==> src/rtl/multdiv_pkg.sv <==
// multdiv_pkg: shared state encoding and sizing constants for multdiv_unit
package multdiv_pkg;

    localparam int MD_WIDTH = 32;
    localparam int MD_ITER = 32;
    localparam logic [31:0] MD_INT_MIN = 32'h8000_0000;

    typedef enum logic [1:0] {
        IDLE,
        MUL,
        DIV,
        DONE
    } state_t;

endpackage

==> src/rtl/restoring_div_step.sv <==
// restoring_div_step: one unsigned restoring-division iteration (shift, trial subtract, quotient bit)
module restoring_div_step #(
    parameter int WIDTH = 32
) (
    input  logic [WIDTH-1:0] rem_in,
    input  logic [WIDTH-1:0] quo_in,
    input  logic [WIDTH-1:0] divisor,
    output logic [WIDTH-1:0] rem_out,
    output logic [WIDTH-1:0] quo_out
);

    logic [WIDTH:0] shifted;
    logic [WIDTH:0] diff;

    // Shift the next dividend bit into the remainder and keep the difference only if it stays non-negative
    always_comb begin
        shifted = {rem_in, quo_in[WIDTH-1]};
        diff = shifted - {1'b0, divisor};
        rem_out = diff[WIDTH] ? shifted[WIDTH-1:0] : diff[WIDTH-1:0];
        quo_out = {quo_in[WIDTH-2:0], ~diff[WIDTH]};
    end

endmodule

==> src/rtl/multdiv_unit.sv <==
// multdiv_unit: multi-cycle signed Booth multiply and restoring divide; divider present only with MULTDIV_DIV_EN
module multdiv_unit
    import multdiv_pkg::*;
#(
    parameter int WIDTH = MD_WIDTH,
    parameter int ITER  = MD_ITER
) (
    input  logic             clock,
    input  logic             reset_n,
    input  logic [WIDTH-1:0] data_operandA,
    input  logic [WIDTH-1:0] data_operandB,
    input  logic             ctrl_MULT,
    input  logic             ctrl_DIV,
    output logic [WIDTH-1:0] data_result,
    output logic             data_exception,
    output logic             data_resultRDY,
    output logic             busy
);

    localparam int CW = $clog2(ITER + 1);

    state_t state, state_next, div_dest;
    logic [CW-1:0] cnt;
    logic [WIDTH-1:0] mcand;
    logic [2*WIDTH:0] acc, acc_next;
    logic [WIDTH:0] booth_hi, booth_sum, mcand_ext;
    logic [2*WIDTH-1:0] product;
    logic start_ok, running, last;
    logic [WIDTH-1:0] res_next;
    logic exc_next;

    assign start_ok = (state == IDLE || state == DONE) && (ctrl_MULT ^ ctrl_DIV);
    assign running = state == MUL || state == DIV;
    assign last = cnt == CW'(ITER - 1);

`ifdef MULTDIV_DIV_EN
    localparam logic [WIDTH-1:0] INT_MIN = WIDTH'(MD_INT_MIN);

    logic [WIDTH-1:0] rem, quo, dvs, rem_step, quo_step;
    logic neg, ovf;

    assign div_dest = data_operandB == '0 ? DONE : DIV;

    restoring_div_step #(.WIDTH(WIDTH)) u_step (
        .rem_in (rem),
        .quo_in (quo),
        .divisor(dvs),
        .rem_out(rem_step),
        .quo_out(quo_step)
    );

    // Divider registers: load magnitudes and sign/overflow flags on start, then iterate while in DIV
    always_ff @(posedge clock or negedge reset_n) begin
        if (!reset_n) begin
            rem <= '0;
            quo <= '0;
            dvs <= '0;
            neg <= 1'b0;
            ovf <= 1'b0;
        end else if (start_ok) begin
            rem <= '0;
            quo <= data_operandA[WIDTH-1] ? -data_operandA : data_operandA;
            dvs <= data_operandB[WIDTH-1] ? -data_operandB : data_operandB;
            neg <= data_operandA[WIDTH-1] ^ data_operandB[WIDTH-1];
            ovf <= data_operandA == INT_MIN && data_operandB == '1;
        end else if (state == DIV) begin
            rem <= rem_step;
            quo <= quo_step;
        end
    end
`else
    assign div_dest = DONE;
`endif

    // State register
    always_ff @(posedge clock or negedge reset_n) begin
        if (!reset_n) state <= IDLE;
        else state <= state_next;
    end

    // Next state: starts only from IDLE/DONE, DONE lasts one cycle, the last iteration enters DONE
    always_comb begin
        state_next = start_ok ? (ctrl_MULT ? MUL : div_dest) :
                     state == DONE ? IDLE :
                     running && last ? DONE : state;
    end

    // FSM outputs
    always_comb begin
        busy = running;
        data_resultRDY = state == DONE;
    end

    // Booth step: the upper half is summed one bit wider so INT_MIN multiplicands cannot overflow
    always_comb begin
        mcand_ext = {mcand[WIDTH-1], mcand};
        booth_hi = {acc[2*WIDTH], acc[2*WIDTH:WIDTH+1]};
        booth_sum = acc[1:0] == 2'b01 ? booth_hi + mcand_ext :
                    acc[1:0] == 2'b10 ? booth_hi - mcand_ext : booth_hi;
        acc_next = {booth_sum, acc[WIDTH:1]};
        product = acc_next[2*WIDTH:1];
    end

    // Multiplier registers and iteration counter
    always_ff @(posedge clock or negedge reset_n) begin
        if (!reset_n) begin
            cnt <= '0;
            mcand <= '0;
            acc <= '0;
        end else if (start_ok) begin
            cnt <= '0;
            mcand <= data_operandA;
            acc <= {{WIDTH{1'b0}}, data_operandB, 1'b0};
        end else if (running) begin
            cnt <= cnt + CW'(1);
            if (state == MUL) acc <= acc_next;
        end
    end

    // Value captured on DONE entry; starts that jump straight to DONE report 0 with an exception
    always_comb begin
        res_next = '0;
        exc_next = 1'b1;
        if (state == MUL) begin
            res_next = product[WIDTH-1:0];
            exc_next = ~(&product[2*WIDTH-1:WIDTH-1] | ~|product[2*WIDTH-1:WIDTH-1]);
        end
`ifdef MULTDIV_DIV_EN
        if (state == DIV) begin
            res_next = neg ? -quo_step : quo_step;
            exc_next = ovf;
        end
`endif
    end

    // Result registers change only on entry to DONE
    always_ff @(posedge clock or negedge reset_n) begin
        if (!reset_n) begin
            data_result <= '0;
            data_exception <= 1'b0;
        end else if (state_next == DONE) begin
            data_result <= res_next;
            data_exception <= exc_next;
        end
    end

endmodule

==> config.mk <==
export PLATFORM = sky130hd
export DESIGN_NAME = multdiv_unit
export DESIGN_NICKNAME = d
export VERILOG_FILES = /design/src/rtl/multdiv_pkg.sv /design/src/rtl/restoring_div_step.sv /design/src/rtl/multdiv_unit.sv
export SDC_FILE = /design/constraint.sdc
export NUM_CORES = 1
export LEC_CHECK = 0
export ABC_AREA = 1
export ABC_CLOCK_PERIOD_IN_PS = 3000
export BUFFER_PORTS_ARGS = -buffer_cell sky130_fd_sc_hd__buf_2
export CAP_MARGIN = 15
export CORE_ASPECT_RATIO = 0.8
export CORE_MARGIN = 4
export CORE_UTILIZATION = 35
export DETAILED_ROUTE_END_ITERATION = 10
export PLACE_DENSITY = 0.58
export SYNTH_ARGS = -nofsm -noshare
export SYNTH_HDL_FRONTEND = slang
export SYNTH_SLANG_ARGS = --single-unit
==> constraint.sdc <==
create_clock -name clock -period 3 [get_ports clock]
set_input_delay 0.6 -clock clock [delete_from_list [all_inputs] [get_ports clock]]
set_output_delay 0.6 -clock clock [all_outputs]
set_load 0.03 [all_outputs]
==> impl_metrics.tcl, run 1 <==
set metrics [dict create \
    die_h_um 172 \
    setup_viol 0 \
    hold_path_class "input port to async pin" \
    area_growth_pct 23.1 \
    tns_ps 0 \
    globalplace.congestion 0.997 \
    cts_buffers 17 \
    crit_arrival_ps 3210 \
    drt-wirelength-per-cell_um 18.4 \
    drtAntennaViolNets 0 \
    htreeDepth 4 \
    clock_path_buffers 2 \
    tritoncts "yes" \
    seq_area_um2 3460 \
    yosysWarnings 0 \
    finalCritPeriodShare_pct 95.7 \
    die_area_um2 36700 \
    first_global_vias 12000 \
    vias_per_cell 5.06 \
    nFillCells 3520 \
    io_buffer_count 102 \
    grt_pass1_wl_um 69500 \
    synth_cell_types 42 \
    slew_headroom_pct 55.0 \
    critPathLaunchType "flop" \
    min_period_ps 2870 \
    crit_type "flop to flop" \
    fmax_ghz 0.348 \
    grt_start_max_net_pins 67 \
    drtIter0Drc 1343 \
    crit_slowest_cell "fa_2" \
    cts.clk_slew.worst_paths_ps 80 \
    clock_sinks 138 \
    cap_viol_max_count 0 \
    rows 59 \
    drive_gt1_share_pct 20.8 \
    die_x_um 213 \
    fin_nets 2193 \
    rsz0062_at_grt "yes" \
    ctsHoldBuffers 0 \
    slew_violations 0 \
    path_common_cell "nand2_1" \
    worstMarginPinSlew_ps 676 \
    endpoint_kind "flop" \
    design_area_um2 14500 \
    core_um2 32900 \
    synth_fp_nets 2021 \
    grt_usage_pct 24.9 \
    root_buffer "clkbuf_16" \
    path_max_fanout 4 \
    cp_cell_sequence "ha_2 > fa_2 > or2_2 > nand2_1 > nor2_2 > nand2_1 > nor2_2 > nand3_2 > nor2_4 > nand2_2 > nor2_2 > nand2_1 > nor2_2 > nand2_1 > nor2_1 > nand2_1 > nand2_1 > a21oi_1" \
    max_stage_delay_ps 550 \
    syn_avg_cell_area_um2 6.26 \
    drc 0 \
    dp_cells 2457 \
    dp_hpwl_um 36100 \
    required_ps 3340 \
    hold_violations 0 \
    seq_area_frac_synth_pct 29.3 \
    drtPass1Iterations 6 \
    vias 12600 \
    postPlaceCellArea_um2 13400 \
    routed_wl_um 45800 \
    gr-total-overflow 0 \
    multiInputGateArea_um2 7130 \
    clk_latency_ps 460 \
    syn_inst 1882 \
    skew_ps 17.3 \
    antenna_found_initial 1 \
    io_pins 103 \
    ys_seq_elements 138 \
    initial_core_util_pct 35.9 \
    netlist_area_um2 11800 \
    status "complete, no violations" \
    finalNonFillerCells 2496 \
]
## Yosys cell counts (all sizes together)
library cell / n / area, µm²
a21boi: 1 / 7.51
a21oi: 61 / 335
a22o: 2 / 17.5
a31oi: 1 / 6.26
and2: 4 / 25.0
and3: 1 / 6.26
buf: 36 / 260
clkbuf: 34 / 129
clkinv: 1 / 3.75
dfrtp: 138 / 3450
fa: 2 / 40.0
ha: 69 / 863
inv: 338 / 1270
mux2: 1 / 11.3
nand2: 626 / 2380
nand3: 146 / 781
nand3b: 2 / 15.0
nand4: 24 / 150
nor2: 156 / 678
nor3: 10 / 65.1
nor4: 1 / 6.26
o211ai: 1 / 7.51
o21a: 1 / 7.51
o21ai: 163 / 816
o21bai: 5 / 37.5
o221ai: 2 / 17.5
o22ai: 18 / 113
o31ai: 30 / 225
or2: 3 / 18.8
xor2: 5 / 43.8
## kinds of logic (layout without fill, tap and decap cells)
| kind of cell | Yosys count | after routing | share of synthesized area [%] |
|---|---|---|---|
| flops | 138 | 138 | 29.3 |
| compound gates | 285 | 285 | 13.5 |
| mux | 1 | 1 | 0.0955 |
| other cells | 0 | 2 | 0 |
| buf+inv | 409 | 594 | 14.1 |
| xor+xnor | 5 | 5 | 0.371 |
| fa+ha+maj | 71 | 71 | 7.66 |
| simple gates | 973 | 973 | 35.0 |
## cells in the final DEF, fill, tap and decap left out, types with 5 or more instances in the layout
| cell type | netlist | routed |
|---|---|---|
| nand3_1 | 136 | 126 |
| a21oi_2 | 8 | 12 |
| o21ai_1 | 3 | 5 |
| o21bai_1 | 5 | 5 |
| nand2_2 | 12 | 30 |
| nand4_1 | 24 | 24 |
| nor2_1 | 127 | 104 |
| o31ai_1 | 30 | 30 |
| xor2_1 | 5 | 5 |
| o22ai_1 | 18 | 18 |
| clkinv_8 | 0 | 7 |
| nand3_2 | 10 | 19 |
| o21ai_0 | 160 | 158 |
| clkbuf_16 | 0 | 17 |
| buf_4 | 11 | 115 |
| ha_4 | 0 | 11 |
| ha_2 | 0 | 14 |
| inv_1 | 325 | 320 |
| dfrtp_1 | 138 | 136 |
| nor2_4 | 4 | 13 |
| inv_2 | 13 | 18 |
| nor2_2 | 25 | 39 |
| nand2_1 | 614 | 593 |
| ha_1 | 69 | 44 |
| nor3_1 | 7 | 6 |
| a21oi_1 | 53 | 47 |
| buf_2 | 13 | 101 |
| buf_12 | 0 | 5 |
## final timing paths
path / start / endpoint / slack [ps] / depth (start not counted)
min reg2reg: data_result[9]$_DFFE_PN0N_ / data_result[9]$_DFFE_PN0N_ / 480 / 2
min in group clock: data_operandA[17] / mcand[17]$_DFFE_PN0P_ / 340 / 3
max in group asynchronous: reset_n / acc[2]$_DFFE_PN0P_ / 2230 / 2
max reg2reg: mcand[0]$_DFFE_PN0P_ / data_exception$_DFFE_PN0N_ / 130 / 18
max: mcand[0]$_DFFE_PN0P_ / data_exception$_DFFE_PN0N_ / 130 / 18
min: reset_n / acc[39]$_DFFE_PN0P_ / 80 / 1
## stage by stage
stage / util, % / worst slack [ps] / hold slack, ps
detailed placement: 40.8 / -101 / 464
global route: 44.2 / -37.5 / 111
floorplan: - / 637 / 304
CTS: 42.7 / 0.340 / 87.2
global placement: 40.8 / -123 / 464
finish: 44.2 / 128 / 77.3
## metal layers
metal / global-route usage, % / part of all wire (%) / vias up
li1: - / - / 6238
met1: 38.3 / 49 / 5876
met2: 35.8 / 40 / 456
met3: 5.04 / 8.4 / 52
met4: 5.73 / 1.8 / 2
met5: 0 / 0.026 / -
## layout make-up
| type | count | share of cell area, % |
|---|---|---|
| flip-flops and latches | 138 | 23.8 |
| well taps | 427 | 3.68 |
| clock buffers | 17 | 2.93 |
| multi-input cells | 1335 | 49.1 |
| diodes | 2 | 0.0345 |
| clock inverters | 15 | 1.34 |
| inverters | 339 | 8.77 |
| repair buffers | 223 | 10.3 |
## worst max-delay path: cells and delay by family (launching register included)
| kind | cells | cell delay (ps) |
|---|---|---|
| adders and majority gates | 2 | 770 |
| AOI/OAI and AO/OA | 1 | 60 |
| DFF | 1 | 450 |
| and+or+nand+nor | 15 | 1480 |
## flip-flops by register name, indices dropped and copies added, names as in the netlist
register	flops
acc	65
data_exception	1
data_result	32
state	2
cnt	6
mcand	32
## repair_timing
item	CTS	global route
buffers inserted	0	5
setup endpoints to repair	1	1
resized for setup	6	116
endpoints found under the hold margin	0	0
pin swaps	0	21
Power of run 1 is not shown: default switching activity piles up to over one toggle a cycle in this logic, so the estimate is an artifact.
==> run 2, diff against run 1 <==
CORE_UTILIZATION = 51   (was 35)
PLACE_DENSITY = 0.76   (was 0.58)
==> run 2 against run 1 <==
Via count is 1.5% higher. Fmax is 1.8% lower. Setup slack lost 52 ps. Worst hold slack lost 11 ps. Die area is 30% lower. Clock skew shrank 3.4 ps. Critical endpoint unchanged.
==> impl_metrics.tcl, run 2 (synthesized netlist as in run 1, its figures left out) <==
set metrics [dict create \
    status "complete, no violations" \
    setup_viol 0 \
    worstMarginPinSlew_ps 909 \
    vias 12800 \
    finalNonFillerCells 2344 \
    critPathLaunchType "flop" \
    htreeDepth 4 \
    fmax_ghz 0.342 \
    drc 0 \
    io_buffer_count 102 \
    hold_violations 0 \
    finalCritPeriodShare_pct 97.5 \
    vias_per_cell 5.47 \
    core_um2 22600 \
    cts_buffers 17 \
    grt_pass1_wl_um 67400 \
    r2r-start "mcand[10]$_DFFE_PN0P_" \
    clk_latency_ps 450 \
    root_buffer "clkbuf_16" \
    antenna_found_initial 0 \
    n_antenna_cell 0 \
    endpoint_kind "flop" \
    slew_headroom_pct 39.4 \
    drtPass1Iterations 6 \
    max_stage_delay_ps 390 \
    hold_path_class "input port to async pin" \
    clock_sinks 138 \
    path_max_fanout 9 \
    area_growth_pct 19.6 \
    dp_hpwl_um 35200 \
    r2r_slack_ps 80 \
    die_x_um 178 \
    min_period_ps 2920 \
    skew_ps 14.0 \
    grt_start_max_net_pins 64 \
    globalplace.congestion 1.08 \
    r2r_cells 17 \
    largest_reg_flops 65 \
    slew_violations 0 \
    dp_cells 2303 \
    first_global_vias 12000 \
    fin_hold_ws_ps 66.7 \
    path_common_cell "nand2_1" \
    drtAntennaViolNets 0 \
    required_ps 3330 \
    initial_core_util_pct 52.1 \
    drive_gt1_share_pct 18.9 \
    routed_wl_um 45000 \
    tritoncts "yes" \
    drtIter0Drc 1518 \
    grt_usage_pct 34.8 \
    die_h_um 144 \
    crit_slowest_cell "dfrtp_1" \
    crit_arrival_ps 3250 \
    rows 49 \
    crit_type "flop to flop" \
    fin_nets 2164 \
    cap_viol_max_count 0 \
    top_register "acc" \
    reg2reg_to "data_exception$_DFFE_PN0N_" \
    drt-wirelength-per-cell_um 19.2 \
    final_cell_mix "594 x nand2_1, 320 x inv_1, 159 x o21ai_0" \
    fin_util_pct 62.3 \
    clock_path_buffers 2 \
    cts.clk_slew.worst_paths_ps 80 \
    die_area_um2 25600 \
    biggestRegsByFlops "acc: 65 flops, data_result: 32 flops, mcand: 32 flops" \
    mostFrequentLayoutCell "nand2_1" \
    io_pins 103 \
    gr-total-overflow 0 \
    cp_cell_sequence "inv_1 > ha_2 > nor2_2 > nand2_1 > buf_4 > nor3_2 > nand2_1 > nand3_2 > o21ai_1 > a21oi_1 > nor2_1 > nor2_1 > nand2_1 > nor2_1 > nand2_1 > nand2_1 > a21oi_1" \
]
-- run 2: cell count changes in the layout (fill, tap and decap cells not counted), moves of 5 or more --
cell      before  now
buf_4        115   86
ha_2          14    7
clkinv_8       7    1
nand3_1      126  131
nand3_2       19   14
-- run 2: worst max path at each step --
stage / startpoint / to / slack (ps) / cells past startpoint
after floorplan: mcand[0]$_DFFE_PN0P_ / data_exception$_DFFE_PN0N_ / 640 / 18
after detailed placement: mcand[0]$_DFFE_PN0P_ / data_exception$_DFFE_PN0N_ / -110 / 18
after CTS: mcand[0]$_DFFE_PN0P_ / data_exception$_DFFE_PN0N_ / 10 / 18
after global routing: mcand[1]$_DFFE_PN0P_ / data_exception$_DFFE_PN0N_ / -20 / 21
after global placement: mcand[0]$_DFFE_PN0P_ / data_exception$_DFFE_PN0N_ / -70 / 18
final: mcand[10]$_DFFE_PN0P_ / data_exception$_DFFE_PN0N_ / 80 / 17
-- run 2: area by class of cell --
cell class | count | area [µm²]
Inverter | 339 | 1270
Clock buffer | 18 | 439
Clock inverter | 14 | 176
Tap cell | 306 | 383
Sequential cell | 138 | 3450
Fill cell | 2199 | 8530
Timing Repair Buffer | 194 | 1280
Multi-Input combinational cell | 1335 | 7090
-- run 2: worst max-delay path, delay by kind of cell, from the launching register on --
kind / cells / cell delay [ps]
adders and majority gates: 1 / 350
AOI/OAI and AO/OA: 3 / 350
buffers and inverters: 2 / 250
DFF: 1 / 390
and+or+nand+nor: 11 / 1460
-- run 2: layer usage --
metal	GRT usage, %	share of wire [%]
met1	50.8	44
met2	49.9	42
met3	10.8	12
met4	9.24	2.2
met5	0	0
-- run 2: stage by stage --
step	TNS (ps)	instance area [µm²]	setup slack, ps
floorplan	0	11800	637
global placement	-70.4	13000	-70.4
detailed placement	-108	13000	-108
CTS	0	13600	12.6
global route	-21.0	14100	-21.0
finish	0	14100	76.0
-- run 2: timing repair --
item | 4_1_cts | 5_1_grt
endpoints found under the setup margin | 1 | 2
hold buffers | 0 | 0
resized for setup | 6 | 97
hold endpoints to repair | 0 | 0
pin swaps | 0 | 12
gates cloned | 0 | 0
setup buffers | 0 | 9
Power of run 2 is left out for the same reason.
==> run 3, diff against run 2 <==
GPL_TIMING_DRIVEN = 0   (was default)
==> run 3 against run 2 <==
Cell area decreased by 1.4%. Fmax decreased by 1.7%. Utilization decreased by 0.87 points.
==> impl_metrics.tcl, run 3 (synthesized netlist as in run 1, its figures left out) <==
set metrics [dict create \
    clock_path_buffers 2 \
    dp_hpwl_um 34600 \
    rows 49 \
    drive_gt1_share_pct 18.7 \
    path_common_cell "nand2_1" \
    gr-total-overflow 0 \
    path_depth 19 \
    biggestRegsByFlops "acc: 65 flops, data_result: 32 flops, mcand: 32 flops" \
    fin_hold_ws_ps 118 \
    area_growth_pct 17.9 \
    root_buffer "clkbuf_16" \
    drtAntennaViolNets 0 \
    multiInputGateArea_um2 7100 \
    cts_buffers 17 \
    hold_path_class "input port to async pin" \
    top_register "acc" \
    die_area_um2 25600 \
    grt.met2_usage_pct 49.8 \
    antenna_found_initial 0 \
    die_h_um 144 \
    n_antenna_cell 0 \
    vias_per_cell 5.55 \
    fmax_ghz 0.336 \
    vias 13000 \
    nFillCells 2223 \
    critPathBufInv 1 \
    clock_sinks 138 \
    routed_wl_um 43900 \
    grt_start_max_net_pins 83 \
    drt-wirelength-per-cell_um 18.8 \
    final_cell_mix "575 x nand2_1, 315 x inv_1, 158 x o21ai_0" \
    tns_ps 0 \
    r2r_cells 19 \
    core_um2 22600 \
    slew_headroom_pct 27.1 \
    tritoncts "yes" \
    gr-usage-met3_pct 7.66 \
    io_buffer_count 102 \
    max_stage_delay_ps 410 \
    slew_violations 0 \
    crit_type "flop to flop" \
    grt_pass1_wl_um 66200 \
    die_x_um 178 \
    clk_latency_ps 440 \
    initial_core_util_pct 52.1 \
    status "complete, no violations" \
    required_ps 3320 \
    busiest_layer "met1" \
    cap_viol_max_count 0 \
    path_max_fanout 10 \
    critPathLaunchType "flop" \
    cp_cell_sequence "ha_1 > buf_4 > nand2_2 > nor2_2 > nand2_1 > nand2_2 > nand2_1 > nand2_2 > nand2_1 > nand3_1 > o21ai_1 > nor2_2 > nand2_1 > nor2_4 > nand2_1 > nor2_2 > nand2_1 > nand2_2 > a21oi_1" \
    use_met1_pct 51.0 \
    fin_nets 2159 \
    endpoint_kind "flop" \
    globalplace.congestion 1.02 \
    drc 0 \
    grt_usage_pct 34.1 \
    first_global_vias 11900 \
    skew_ps 9.60 \
    cp_top_family "simple AND/OR/NAND/NOR gates" \
    cts.clk_slew.worst_paths_ps 70 \
    crit_arrival_ps 3290 \
    min_period_ps 2970 \
    crit_slowest_cell "dfrtp_1" \
    seq_area_um2 3460 \
    mostFrequentLayoutCell "nand2_1" \
    setup_viol 0 \
    largest_reg_flops 65 \
    drtIter0Drc 1631 \
    io_pins 103 \
    worstMarginPinSlew_ps 1090 \
    finalCritPeriodShare_pct 99.2 \
    hold_violations 0 \
    drtPass1Iterations 6 \
    htreeDepth 4 \
]
-- run 3: cell count changes in the layout (fill, tap and decap cells not counted), sizes merged --
cell / change
inv: -7
clkbuf: +37
bufinv: -1
buf: -41
clkinvlp: +5
clkinv: +2
-- run 3: cell type report --
cell class / count / area share, %
Inverter: 339 / 9.21
Timing Repair Buffer: 119 / 4.85
Buffer: 70 / 2.97
Sequential cell: 138 / 24.9
Multi-Input combinational cell: 1335 / 51.1
Tap cell: 306 / 2.75
Clock inverter: 13 / 0.954
Clock buffer: 19 / 3.26
-- run 3: layer usage --
metal | vias up | share of wire [%]
li1 | 6188 | -
met1 | 6008 | 44
met2 | 711 | 41
met3 | 78 | 12
met4 | 0 | 2.6
met5 | - | 0
-- run 3: path summary, 6_finish.rpt --
path / start / end / slack (ps)
hold reg to reg: data_result[14]$_DFFE_PN0N_ / data_result[14]$_DFFE_PN0N_ / 480
hold / removal: reset_n / mcand[10]$_DFFE_PN0P_ / 120
setup / recovery: acc[36]$_DFFE_PN0P_ / data_exception$_DFFE_PN0N_ / 30
setup reg to reg: acc[36]$_DFFE_PN0P_ / data_exception$_DFFE_PN0N_ / 30
max in group asynchronous: reset_n / acc[54]$_DFFE_PN0P_ / 2030
min in group clock: data_operandA[0] / mcand[0]$_DFFE_PN0P_ / 350
-- run 3: timing repair --
action | 4_1_cts | 5_1_grt
gates cloned | 0 | 1
pin swaps | 4 | 27
endpoints found under the setup margin | 1 | 1
setup buffers | 1 | 14
gates resized for setup | 23 | 121
hold buffers | 0 | 0
-- run 3: metrics by stage --
stage / instance area [µm²] / util (%) / setup WS [ps] / instances
floorplan: 11800 / - / 637 / 1882
global placement: 12700 / 56.1 / -780 / 2290
detailed placement: 12700 / 56.2 / -483 / 2291
CTS: 13400 / 59.2 / 4.06 / 2324
global route: 13900 / 61.4 / -63.5 / 2339
finish: 13900 / 61.4 / 25.3 / 2339
-- run 3: worst register-to-register path: stages, from the launching register on --
cell     delay, ps
dfrtp_1        410
ha_1           300
buf_4          190
nand2_2        120
nor2_2         200
nand2_1        120
nand2_2        140
nand2_1         90
nand2_2        100
nand2_1         60
nand3_1        130
o21ai_1        100
nor2_2         160
nand2_1        120
nor2_4         170
nand2_1         80
nor2_2         130
nand2_1         70
nand2_2        100
a21oi_1         70
Power of run 3 is left out for the same reason.
